==> config.mk <==
export PLATFORM = sky130hd
export DESIGN_NAME = mem_stage
export DESIGN_NICKNAME = d
export VERILOG_FILES = /design/src/rtl/mem_stage_pkg.sv /design/src/rtl/mem_reg.sv /design/src/rtl/mem_stage.sv
export SDC_FILE = /design/constraint.sdc
export NUM_CORES = 1
export LEC_CHECK = 0
export CAP_MARGIN = 20
export CORE_ASPECT_RATIO = 0.5
export CORE_MARGIN = 8
export CORE_UTILIZATION = 48
export CTS_CLUSTER_DIAMETER = 40
export DETAILED_ROUTE_END_ITERATION = 8
export PLACE_DENSITY = 0.9
export SLEW_MARGIN = 20
export SYNTH_ARGS = -nofsm -noshare
export SYNTH_HDL_FRONTEND = slang
export SYNTH_SLANG_ARGS = --single-unit
==> constraint.sdc <==
create_clock -name clk -period 10.57 [get_ports clk]
set_clock_uncertainty 0.15 [all_clocks]
set_input_delay 2.114 -clock clk [delete_from_list [all_inputs] [get_ports clk]]
set_output_delay 2.114 -clock clk [all_outputs]
set_load 0.005 [all_outputs]
==> src/rtl/mem_stage_pkg.sv <==
// Shared encodings and lane-steering helpers for the MEM pipeline stage.
package mem_stage_pkg;

   localparam int WordW    = 32;
   localparam int RegAddrW = 5;

   localparam logic [3:0] MemOpNop = 4'd0;
   localparam logic [3:0] MemOpLb  = 4'd1;
   localparam logic [3:0] MemOpLh  = 4'd2;
   localparam logic [3:0] MemOpLw  = 4'd3;
   localparam logic [3:0] MemOpLbu = 4'd4;
   localparam logic [3:0] MemOpLhu = 4'd5;
   localparam logic [3:0] MemOpSb  = 4'd6;
   localparam logic [3:0] MemOpSh  = 4'd7;
   localparam logic [3:0] MemOpSw  = 4'd8;

   localparam logic [3:0] BeNone   = 4'b0000;
   localparam logic [3:0] BeByte   = 4'b0001;
   localparam logic [3:0] BeHalfLo = 4'b0011;
   localparam logic [3:0] BeHalfHi = 4'b1100;
   localparam logic [3:0] BeWord   = 4'b1111;

   localparam int unsigned TimeoutCntW = 8;

   typedef enum logic [1:0] {StIdle, StWait, StDone} state_e;

   function automatic logic is_mem_op(input logic [3:0] op);
      return (op != MemOpNop) && (op <= MemOpSw);
   endfunction

   function automatic logic is_load(input logic [3:0] op);
      return (op >= MemOpLb) && (op <= MemOpLhu);
   endfunction

   function automatic logic is_store(input logic [3:0] op);
      return (op >= MemOpSb) && (op <= MemOpSw);
   endfunction

   function automatic logic is_misaligned(input logic [3:0] op, input logic [1:0] off);
      logic mis;
      case (op)
         MemOpLh, MemOpLhu, MemOpSh: mis = off[0];
         MemOpLw, MemOpSw:           mis = (off != 2'b00);
         default:                    mis = 1'b0;
      endcase
      return mis;
   endfunction

   function automatic logic [3:0] byte_en(input logic [3:0] op, input logic [1:0] off);
      logic [3:0] be;
      case (op)
         MemOpLb, MemOpLbu, MemOpSb: be = BeByte << off;
         MemOpLh, MemOpLhu, MemOpSh: be = off[1] ? BeHalfHi : BeHalfLo;
         MemOpLw, MemOpSw:           be = BeWord;
         default:                    be = BeNone;
      endcase
      return be;
   endfunction

   function automatic logic [31:0] store_lanes(input logic [3:0] op, input logic [31:0] d);
      logic [31:0] r;
      case (op)
         MemOpSb: r = {4{d[7:0]}};
         MemOpSh: r = {2{d[15:0]}};
         default: r = d;
      endcase
      return r;
   endfunction

   function automatic logic [31:0] load_ext(input logic [3:0] op, input logic [1:0] off,
                                            input logic [31:0] data);
      logic [7:0]  b;
      logic [15:0] h;
      logic [31:0] r;
      b = data[{off, 3'b000} +: 8];
      h = off[1] ? data[31:16] : data[15:0];
      case (op)
         MemOpLb:  r = {{24{b[7]}}, b};
         MemOpLbu: r = {24'b0, b};
         MemOpLh:  r = {{16{h[15]}}, h};
         MemOpLhu: r = {16'b0, h};
         default:  r = data;
      endcase
      return r;
   endfunction

endpackage

==> src/rtl/mem_reg.sv <==
// MEM/WB pipeline register: reset > flush (bubble) > stall (hold) > bubble request > load.
module mem_reg
   import mem_stage_pkg::*;
(
   input  logic                clk,
   input  logic                reset,
   input  logic                flush,
   input  logic                stall,
   input  logic                bubble,
   input  logic                in_en,
   input  logic [RegAddrW-1:0] in_dst_addr,
   input  logic                in_gpr_we_,
   input  logic [WordW-1:0]    in_out,
   output logic                mem_en,
   output logic [RegAddrW-1:0] mem_dst_addr,
   output logic                mem_gpr_we_,
   output logic [WordW-1:0]    mem_out
);

   always_ff @(posedge clk or posedge reset) begin
      if (reset) begin
         mem_en       <= 1'b0;
         mem_dst_addr <= '0;
         mem_gpr_we_  <= 1'b1;
         mem_out      <= '0;
      end else if (flush || (!stall && bubble)) begin
         mem_en       <= 1'b0;
         mem_dst_addr <= '0;
         mem_gpr_we_  <= 1'b1;
         mem_out      <= '0;
      end else if (!stall) begin
         mem_en       <= in_en;
         mem_dst_addr <= in_dst_addr;
         mem_gpr_we_  <= in_gpr_we_;
         mem_out      <= in_out;
      end
   end

endmodule

==> src/rtl/mem_stage.sv <==
// MEM pipeline stage: req/ack data bus, lane steering, load extension and MEM/WB register.
// Define MEM_BUS_TIMEOUT_EN to abandon bus accesses that wait TIMEOUT_CYCLES without ack.
module mem_stage
   import mem_stage_pkg::*;
#(
   parameter int unsigned TIMEOUT_CYCLES = 255
) (
   input  logic                clk,
   input  logic                reset,
   input  logic                stall,
   input  logic                flush,
   input  logic                ex_en,
   input  logic [3:0]          ex_mem_op,
   input  logic [WordW-1:0]    ex_mem_wr_data,
   input  logic [WordW-1:0]    ex_out,
   input  logic [RegAddrW-1:0] ex_dst_addr,
   input  logic                ex_gpr_we_,
   output logic                bus_req,
   output logic                bus_rw,
   output logic [WordW-1:0]    bus_addr,
   output logic [3:0]          bus_be,
   output logic [WordW-1:0]    bus_wr_data,
   input  logic [WordW-1:0]    bus_rd_data,
   input  logic                bus_ack,
   output logic [WordW-1:0]    mem_fwd_data,
   output logic                mem_busy,
   output logic                mem_misalign,
   output logic                mem_bus_err,
   output logic                mem_en,
   output logic [RegAddrW-1:0] mem_dst_addr,
   output logic                mem_gpr_we_,
   output logic [WordW-1:0]    mem_out
);

   state_e           state_q, state_d;
   logic [3:0]       lat_op_q;
   logic [WordW-1:0] lat_addr_q, lat_wr_data_q, rd_buf_q;
   logic             abort_q;

   logic [3:0]       cur_op;
   logic [WordW-1:0] cur_addr, cur_wr_data, load_data, fwd;
   logic             is_mis, start, misalign, timeout, req, busy, discard, bubble;

   assign is_mis   = ex_en && is_mem_op(ex_mem_op) && is_misaligned(ex_mem_op, ex_out[1:0]);
   assign start    = (state_q == StIdle) && ex_en && is_mem_op(ex_mem_op) && !is_mis && !flush;
   assign misalign = (state_q == StIdle) && is_mis && !flush;

   // After IDLE the access attributes come from the latched copy so a flushed EX/MEM
   // cannot disturb an access the bus has already accepted.
   assign cur_op      = (state_q == StIdle) ? ex_mem_op      : lat_op_q;
   assign cur_addr    = (state_q == StIdle) ? ex_out         : lat_addr_q;
   assign cur_wr_data = (state_q == StIdle) ? ex_mem_wr_data : lat_wr_data_q;
   assign load_data   = load_ext(cur_op, cur_addr[1:0], bus_rd_data);
   assign req         = start || ((state_q == StWait) && !timeout);

   always_comb begin
      state_d = state_q;
      busy    = 1'b0;
      discard = 1'b0;
      fwd     = ex_out;
      case (state_q)
         StIdle: begin
            if (start) begin
               if (bus_ack) begin
                  if (is_load(cur_op)) fwd = load_data;
                  if (stall) state_d = StDone;
               end else begin
                  busy    = 1'b1;
                  state_d = StWait;
               end
            end
         end
         StWait: begin
            if (timeout) begin
               discard = 1'b1;
               state_d = StIdle;
            end else if (bus_ack) begin
               if (abort_q || flush) begin
                  discard = 1'b1;
                  state_d = StIdle;
               end else begin
                  if (is_load(cur_op)) fwd = load_data;
                  state_d = stall ? StDone : StIdle;
               end
            end else begin
               busy = 1'b1;
            end
         end
         StDone: begin
            if (is_load(cur_op)) fwd = rd_buf_q;
            if (!stall || flush) state_d = StIdle;
         end
         default: state_d = StIdle;
      endcase
   end

   always_ff @(posedge clk or posedge reset) begin
      if (reset) begin
         state_q       <= StIdle;
         lat_op_q      <= MemOpNop;
         lat_addr_q    <= '0;
         lat_wr_data_q <= '0;
         rd_buf_q      <= '0;
         abort_q       <= 1'b0;
      end else begin
         state_q <= state_d;
         if (state_q == StIdle) begin
            lat_op_q      <= ex_mem_op;
            lat_addr_q    <= ex_out;
            lat_wr_data_q <= ex_mem_wr_data;
         end
         if ((state_d == StDone) && (state_q != StDone)) rd_buf_q <= load_data;
         abort_q <= (state_d == StWait) && (abort_q || ((state_q == StWait) && flush));
      end
   end

`ifdef MEM_BUS_TIMEOUT_EN
   localparam int unsigned CntW = ($clog2(TIMEOUT_CYCLES + 1) > TimeoutCntW) ?
                                  $clog2(TIMEOUT_CYCLES + 1) : TimeoutCntW;
   logic [CntW-1:0] cnt_q;

   always_ff @(posedge clk or posedge reset) begin
      if (reset) begin
         cnt_q <= '0;
      end else if (state_q != StWait) begin
         cnt_q <= '0;
      end else if (!bus_ack) begin
         cnt_q <= cnt_q + 1'b1;
      end
   end

   assign timeout     = (state_q == StWait) && (cnt_q == CntW'(TIMEOUT_CYCLES));
   assign mem_bus_err = timeout && !reset;
`else
   logic [31:0] unused_timeout_cfg;
   assign unused_timeout_cfg = TIMEOUT_CYCLES + TimeoutCntW;
   assign timeout            = 1'b0;
   assign mem_bus_err        = 1'b0;
`endif

   always_comb begin
      bus_req      = req;
      bus_rw       = is_store(cur_op);
      bus_addr     = {cur_addr[WordW-1:2], 2'b00};
      bus_be       = byte_en(cur_op, cur_addr[1:0]);
      bus_wr_data  = store_lanes(cur_op, cur_wr_data);
      mem_fwd_data = fwd;
      mem_busy     = busy;
      mem_misalign = misalign;
      if (reset) begin
         bus_req      = 1'b0;
         bus_rw       = 1'b0;
         bus_addr     = '0;
         bus_be       = BeNone;
         bus_wr_data  = '0;
         mem_fwd_data = '0;
         mem_busy     = 1'b0;
         mem_misalign = 1'b0;
      end
   end

   assign bubble = !ex_en || busy || misalign || discard;

   mem_reg u_mem_reg (
      .clk          (clk),
      .reset        (reset),
      .flush        (flush),
      .stall        (stall),
      .bubble       (bubble),
      .in_en        (ex_en),
      .in_dst_addr  (ex_dst_addr),
      .in_gpr_we_   (ex_gpr_we_ | is_store(cur_op)),
      .in_out       (fwd),
      .mem_en       (mem_en),
      .mem_dst_addr (mem_dst_addr),
      .mem_gpr_we_  (mem_gpr_we_),
      .mem_out      (mem_out)
   );

endmodule

Word level (Yosys, flattened, before mapping)
Index checks and enable logic that the tools add are counted.
{"block": "op_classes", "magnitude_cmp": 5, "eq_ne": 19, "shift": 2, "muxes": 46, "bitwise_logic": 1, "reduce_logical": 35}
{"cell": "32-bit two-way mux", "n": 13}
{"cell": "32-bit one-hot mux with 4 select lines", "n": 1}
{"cell": "32-bit one-hot mux with 3 select lines", "n": 1}
{"cell": "32-bit one-hot mux with 2 select lines", "n": 1}
{"cell": "32-bit by 6-bit indexed part select with 8-bit output", "n": 1}
{"cell": "4-bit by 3-bit == test with 1-bit output (second input constant)", "n": 6}
{"cell": "4-bit by 2-bit == test with 1-bit output (second input constant)", "n": 4}
{"cell": "16-bit two-way mux", "n": 1}
{"cell": "1-bit logical AND", "n": 15}
{"cell": "2-bit two-way mux", "n": 7}
{"cell": "1-bit two-way mux", "n": 13}
{"cell": "4-bit two-way mux", "n": 3}
{"cell": "4-bit one-hot mux with 3 select lines", "n": 1}
{"cell": "5-bit two-way mux", "n": 2}
{"cell": "3-bit OR reduction", "n": 3}
{"cell": "4-bit == test (second input constant)", "n": 2}
{"cell": "4-bit less-or-equal comparator (second input constant)", "n": 2}
{"cell": "1-bit logical OR", "n": 8}
{"cell": "2-bit one-hot mux with 3 select lines", "n": 1}
{"cell": "2-bit by 1-bit == test with 1-bit output (second input constant)", "n": 2}
{"cell": "2-bit == test (second input constant)", "n": 2}
{"cell": "4-bit by 1-bit == test with 1-bit output (second input constant)", "n": 1}
{"cell": "4-bit by 1-bit >= comparator with 1-bit output (second input constant)", "n": 1}
{"cell": "4-bit by 3-bit >= comparator with 1-bit output (second input constant)", "n": 1}
{"cell": "other kinds (11)", "n": 16}
{"block": "word_totals", "ff_bits": 142, "inputBits": 112, "output_inout_bits": 144, "wordCells": 118}

Logic depth before layout (Yosys ltp)
{"block": "depth", "word_depth": 15, "mapped_depth": 13, "depth_no_buf": 9}

Modules after synthesis
From an unflattened synthesis, not the netlist that was laid out.
{"block": "hier_totals", "hier_cells": 1298, "area_unflattened_um2": 9868.2}
{"module": "mem_stage", "instances": 1, "cells_each": 1161, "area_per_inst_um2": 8265.4}
{"module": "mem_reg", "instances": 1, "cells_each": 137, "area_per_inst_um2": 1602.8}

Worst setup path before layout
OpenSTA, ideal clock, no wires.
{"block": "synth_path", "kind": "input -> output", "from": "input reset", "to": "output bus_wr_data[0]", "arrival_time_ps": 6974, "required_ps": 8306, "path_slack_ps": 1332, "stages": 3, "n_path_buf": 1, "path_cell_list": "inv_1 clkbuf_1 and2_1"}
{"block": "synth_between", "elab_chain_cells": 1}
{"element": "start: declaration", "line_no": "mem_stage.sv:9", "rtl": "input logic reset,"}
{"element": "32-bit two-way mux", "line_no": "mem_stage.sv:150", "rtl": "if (reset) begin"}
{"element": "end: declaration", "line_no": "mem_stage.sv:22", "rtl": "output logic [WordW-1:0] bus_wr_data,"}
Every way passes these cells.

Worst setup path after layout
{"block": "layout_path", "from": "input ex_out[1]", "to": "output mem_fwd_data[16]"}
{"block": "layout_between", "elab_chain_cells": 9, "elab_cells_between_ends": 17, "classes_between": "1 x shift; 11 x mux; 5 x reduce/logical"}
{"element": "start: declaration", "line_no": "mem_stage.sv:15", "rtl": "input logic [WordW-1:0] ex_out,"}
{"element": "branches (longest 7 deep; another with 32-bit two-way mux)"}
{"element": "32-bit one-hot mux with 3 select lines (*)", "line_no": "mem_stage.sv:61", "rtl": "case (state_q)"}
{"element": "32-bit two-way mux (*)", "line_no": "mem_stage.sv:150"}
{"element": "end: declaration", "line_no": "mem_stage.sv:25", "rtl": "output logic [WordW-1:0] mem_fwd_data,"}
Mark *: on every way between the ends.

==> results.yml <==
clock_network:
  htree_levels: 4
  cts_buffers: 17
  insertion_delay_ns: 0.43
  cts_tree: "built"
  postCtsResizedCells: 0
  post_cts_buffers: 0
  clock_sinks: 142
  clk_pin_slew_ns: 0.06
  cts_max_path_buffers: 2
  cts_root_buffer: "clkbuf_16"
  cts_hold_buf: 0
global_route:
  antenna_found_initial: 1
  grt-ovfl-total: 0
  grt_start_max_net_pins: 99
  grt_first_pass_wirelength_um: 51600
  grt_pass1_vias: 9119
  grt_usage_pct: 28.3
sta:
  whs_ns: 0.319
  fin_crit_sh_pct: 79.9
  tns_ns: 0
  fmax_mhz: 118
  slew_headroom_pct: 30.6
  fin_crit_ns: 8.44
  setup_viol: 0
  drv_slew: 0
  tightest_slew_ns: 1.04
  rsz0062_at_grt: "false"
  final-hold-violation-count: 0
critical_path:
  path_max_fanout: 30
  crit_buf_inv: 2
  critPathLaunchType: "input port"
  crit_family: "compound AO/OA/AOI/OAI gates"
  max_stage_delay_ns: 0.73
  path_common_cell: "clkdlybuf4s50_1"
  cp_slowest_cell: "a21boi_4"
  required_ns: 8.31
  worst_setup_path_end_kind: "output port"
  path_class: "input port to output port"
  critical_path.cell_chain: "clkdlybuf4s50_1 > mux2i_4 > mux2_2 > a311o_1 > a21boi_4 > o21ai_0 > a22o_1 > and2_1 > clkdlybuf4s50_1"
  crit_arrival_ns: 6.18
cells_and_area:
  area_growth_pct: 37.7
  nFillCells: 1372
  diodes: 0
  nNetsFinal: 1378
  stdcell_count: 1512
  final_util_pct: 67.8
  drive_above_1_share_pct: 6.57
pwr:
  power_frac_comb_pct: 26.7
  peakVddDrop_mv: 0.128
  total_power_mw: 1.85
  sw_frac_of_total_pct: 31.9
  p_seq_share_pct: 36.7
  internal_power_mw: 1.26
  p_sw_mw: 0.591
  p_leak_nw: 5.13
  clkPwrFrac_pct: 36.5
  powerDensity_nw_per_um2: 157
detailed_routing:
  drt-total-wl_um: 33300
  drt_iter0_markers: 1268
  ant_nets: 0
  dr.pass1.iters: 9
  post-route-drc-count: 0
  vias: 9332
  wire_per_inst_um: 22.1
  via_per_inst: 6.17
run:
  max_cap_viol_count: 0
die:
  start_util_pct: 49.2
  coreArea_um2: 17400
  die_h_um: 111
  dieArea_um2: 22700
  core.rowCount: 34
  io_pins: 256
  die_width_um: 205
placement:
  dp_hpwl_um: 23700
  dp_cells: 1481
  io_buffers: 252
  gp_congestion: 0.940
synthesis:
  ys_seq_elements: 142
  yosysTopAreaCell: "dfrtp_1"
  synth_edf_count: 0
  syn_area_um2: 8590
  synthCells: 1058
  ys_warn_count: 0
  ys.flop_type: "dfrtp_1"
  synth_cell_types: 71
  ys_top_cells_by_area: "dfrtp_1 (41%), nand2_1 (9.9%), nor2_1 (4.8%)"
  yosysSeqAreaShare_pct: 41.4
  synth_top_area_share_pct: 41.1
  avgSynthCellArea_um2: 8.12
  synthArstFlopShare_pct: 100
min_path:
  hold_class: "flop to flop"
outcome:
  status: "finished, final reports clean"
[routing by layer]
layer	track usage [%]	wire length (µm)	part of all wire, %
met4	11.8	1130	3.4
met2	45.6	15800	47
met5	0	18	0.054
met1	36.0	13000	39
met3	6.97	3430	10
[kinds of logic (layout without fill, tap and decap cells)]
kind of cell / Yosys count / after routing / synth area share (%)
other cells: 1 / 3 / 0.0437
mux: 30 / 30 / 4.11
flops: 142 / 142 / 41.4
simple gates: 448 / 448 / 22.8
buf+inv: 102 / 320 / 5.19
xor+xnor: 4 / 4 / 0.496
compound gates: 331 / 331 / 26.0
[registers in the layout, indices dropped and copies added (netlist names)]
register	cells
rd_buf_q	32
lat_wr_data_q	32
u_mem_reg.mem_dst_addr	5
state_q	2
u_mem_reg.mem_gpr_we_	1
u_mem_reg.mem_en	1
lat_op_q	4
lat_addr_q	32
u_mem_reg.mem_out	32
abort_q	1
[worst min-delay path, delay by kind of cell, from the launching register on]
family | cells | cell delay, ns
AO/OA/AOI/OAI | 1 | 0.05
buffers and inverters | 1 | 0.04
flip-flops | 1 | 0.37
[power by group through the flow]
stage | combinational [mW] | sequential [mW] | clock (mW)
2_1_floorplan | 0.277 | 0.670 | 0
3_3_place_gp | 0.471 | 0.681 | 0
3_5_place_dp | 0.484 | 0.686 | 0
4_1_cts | 0.488 | 0.677 | 0.675
5_1_grt | 0.535 | 0.688 | 0.700
6_report | 0.495 | 0.680 | 0.676
[final timing paths]
| kind | from | end | slack (ns) | cells past startpoint |
|---|---|---|---|---|
| setup / recovery | ex_out[1] | mem_fwd_data[16] | 2.13 | 9 |
| hold / removal | u_mem_reg.mem_gpr_we_ | u_mem_reg.mem_gpr_we_ | 0.32 | 2 |
| setup reg to reg | state_q[1] | rd_buf_q[28] | 5.55 | 8 |
| hold reg to reg | u_mem_reg.mem_gpr_we_ | u_mem_reg.mem_gpr_we_ | 0.32 | 2 |
| max in group asynchronous | reset | lat_wr_data_q[20] | 6.85 | 4 |
| min in group asynchronous | reset | rd_buf_q[18] | 1.95 | 2 |
[cells in the mapped netlist (all sizes together) (2+ instances only)]
library cell and instances:
a2bb2oi 2, a211oi 24, nand3 9, a31oi 2, o21ai 95, a21oi 80, o22ai 23, and2 49
nor2b 3, nor2 110, nand2 227, mux2i 20, mux2 9, a22o 36, a32oi 2, o211ai 6
xnor2 2, clkbuf 55, a222oi 9, inv 22, o31ai 5, buf 24, nor4b 2, dfrtp 141
and3 4, o21a 3, nor3 29, nand2b 4, a221oi 18, xor2 2, nand3b 2, or3 2
a22oi 9, a21o 5
[cells in the final DEF, fill, tap and decap left out, types with 4 or more instances in the layout]
cell,n
a22oi_1,9
a21oi_1,79
and2_1,49
buf_4,13
mux2i_1,17
a222oi_1,9
nand2_1,227
o31ai_1,5
inv_1,20
o21ai_1,15
mux2_2,9
a221oi_1,15
a22o_1,36
clkdlybuf4s50_1,251
nand3_1,9
dfrtp_1,141
o211ai_1,5
nor2_1,108
a21o_1,5
nand2b_1,4
and3_1,4
nor3_1,26
clkbuf_16,17
o21ai_0,80
a211oi_1,21
o22ai_1,23
bufinv_16,5
[cell type report]
cell class	count	area, µm²	share of cell area [%]
inverter	23	93.8	0.794
timing repair buffer	266	2630	22.2
clock buffer	18	429	3.63
clock inverter	13	213	1.80
tap	234	293	2.48
multi-input combinational	816	4610	39.0
sequential	142	3550	30.1
[per-stage QoR]
stage | area [µm²] | worst slack, ns
final | 11800 | 2.13
after global routing | 11800 | 2.02
after CTS | 11800 | 2.27
after detailed placement | 11200 | 2.27
after global placement | 11200 | 2.43
after floorplan | 8590 | 1.33
Note: power is estimated with default switching activity, not from simulation.
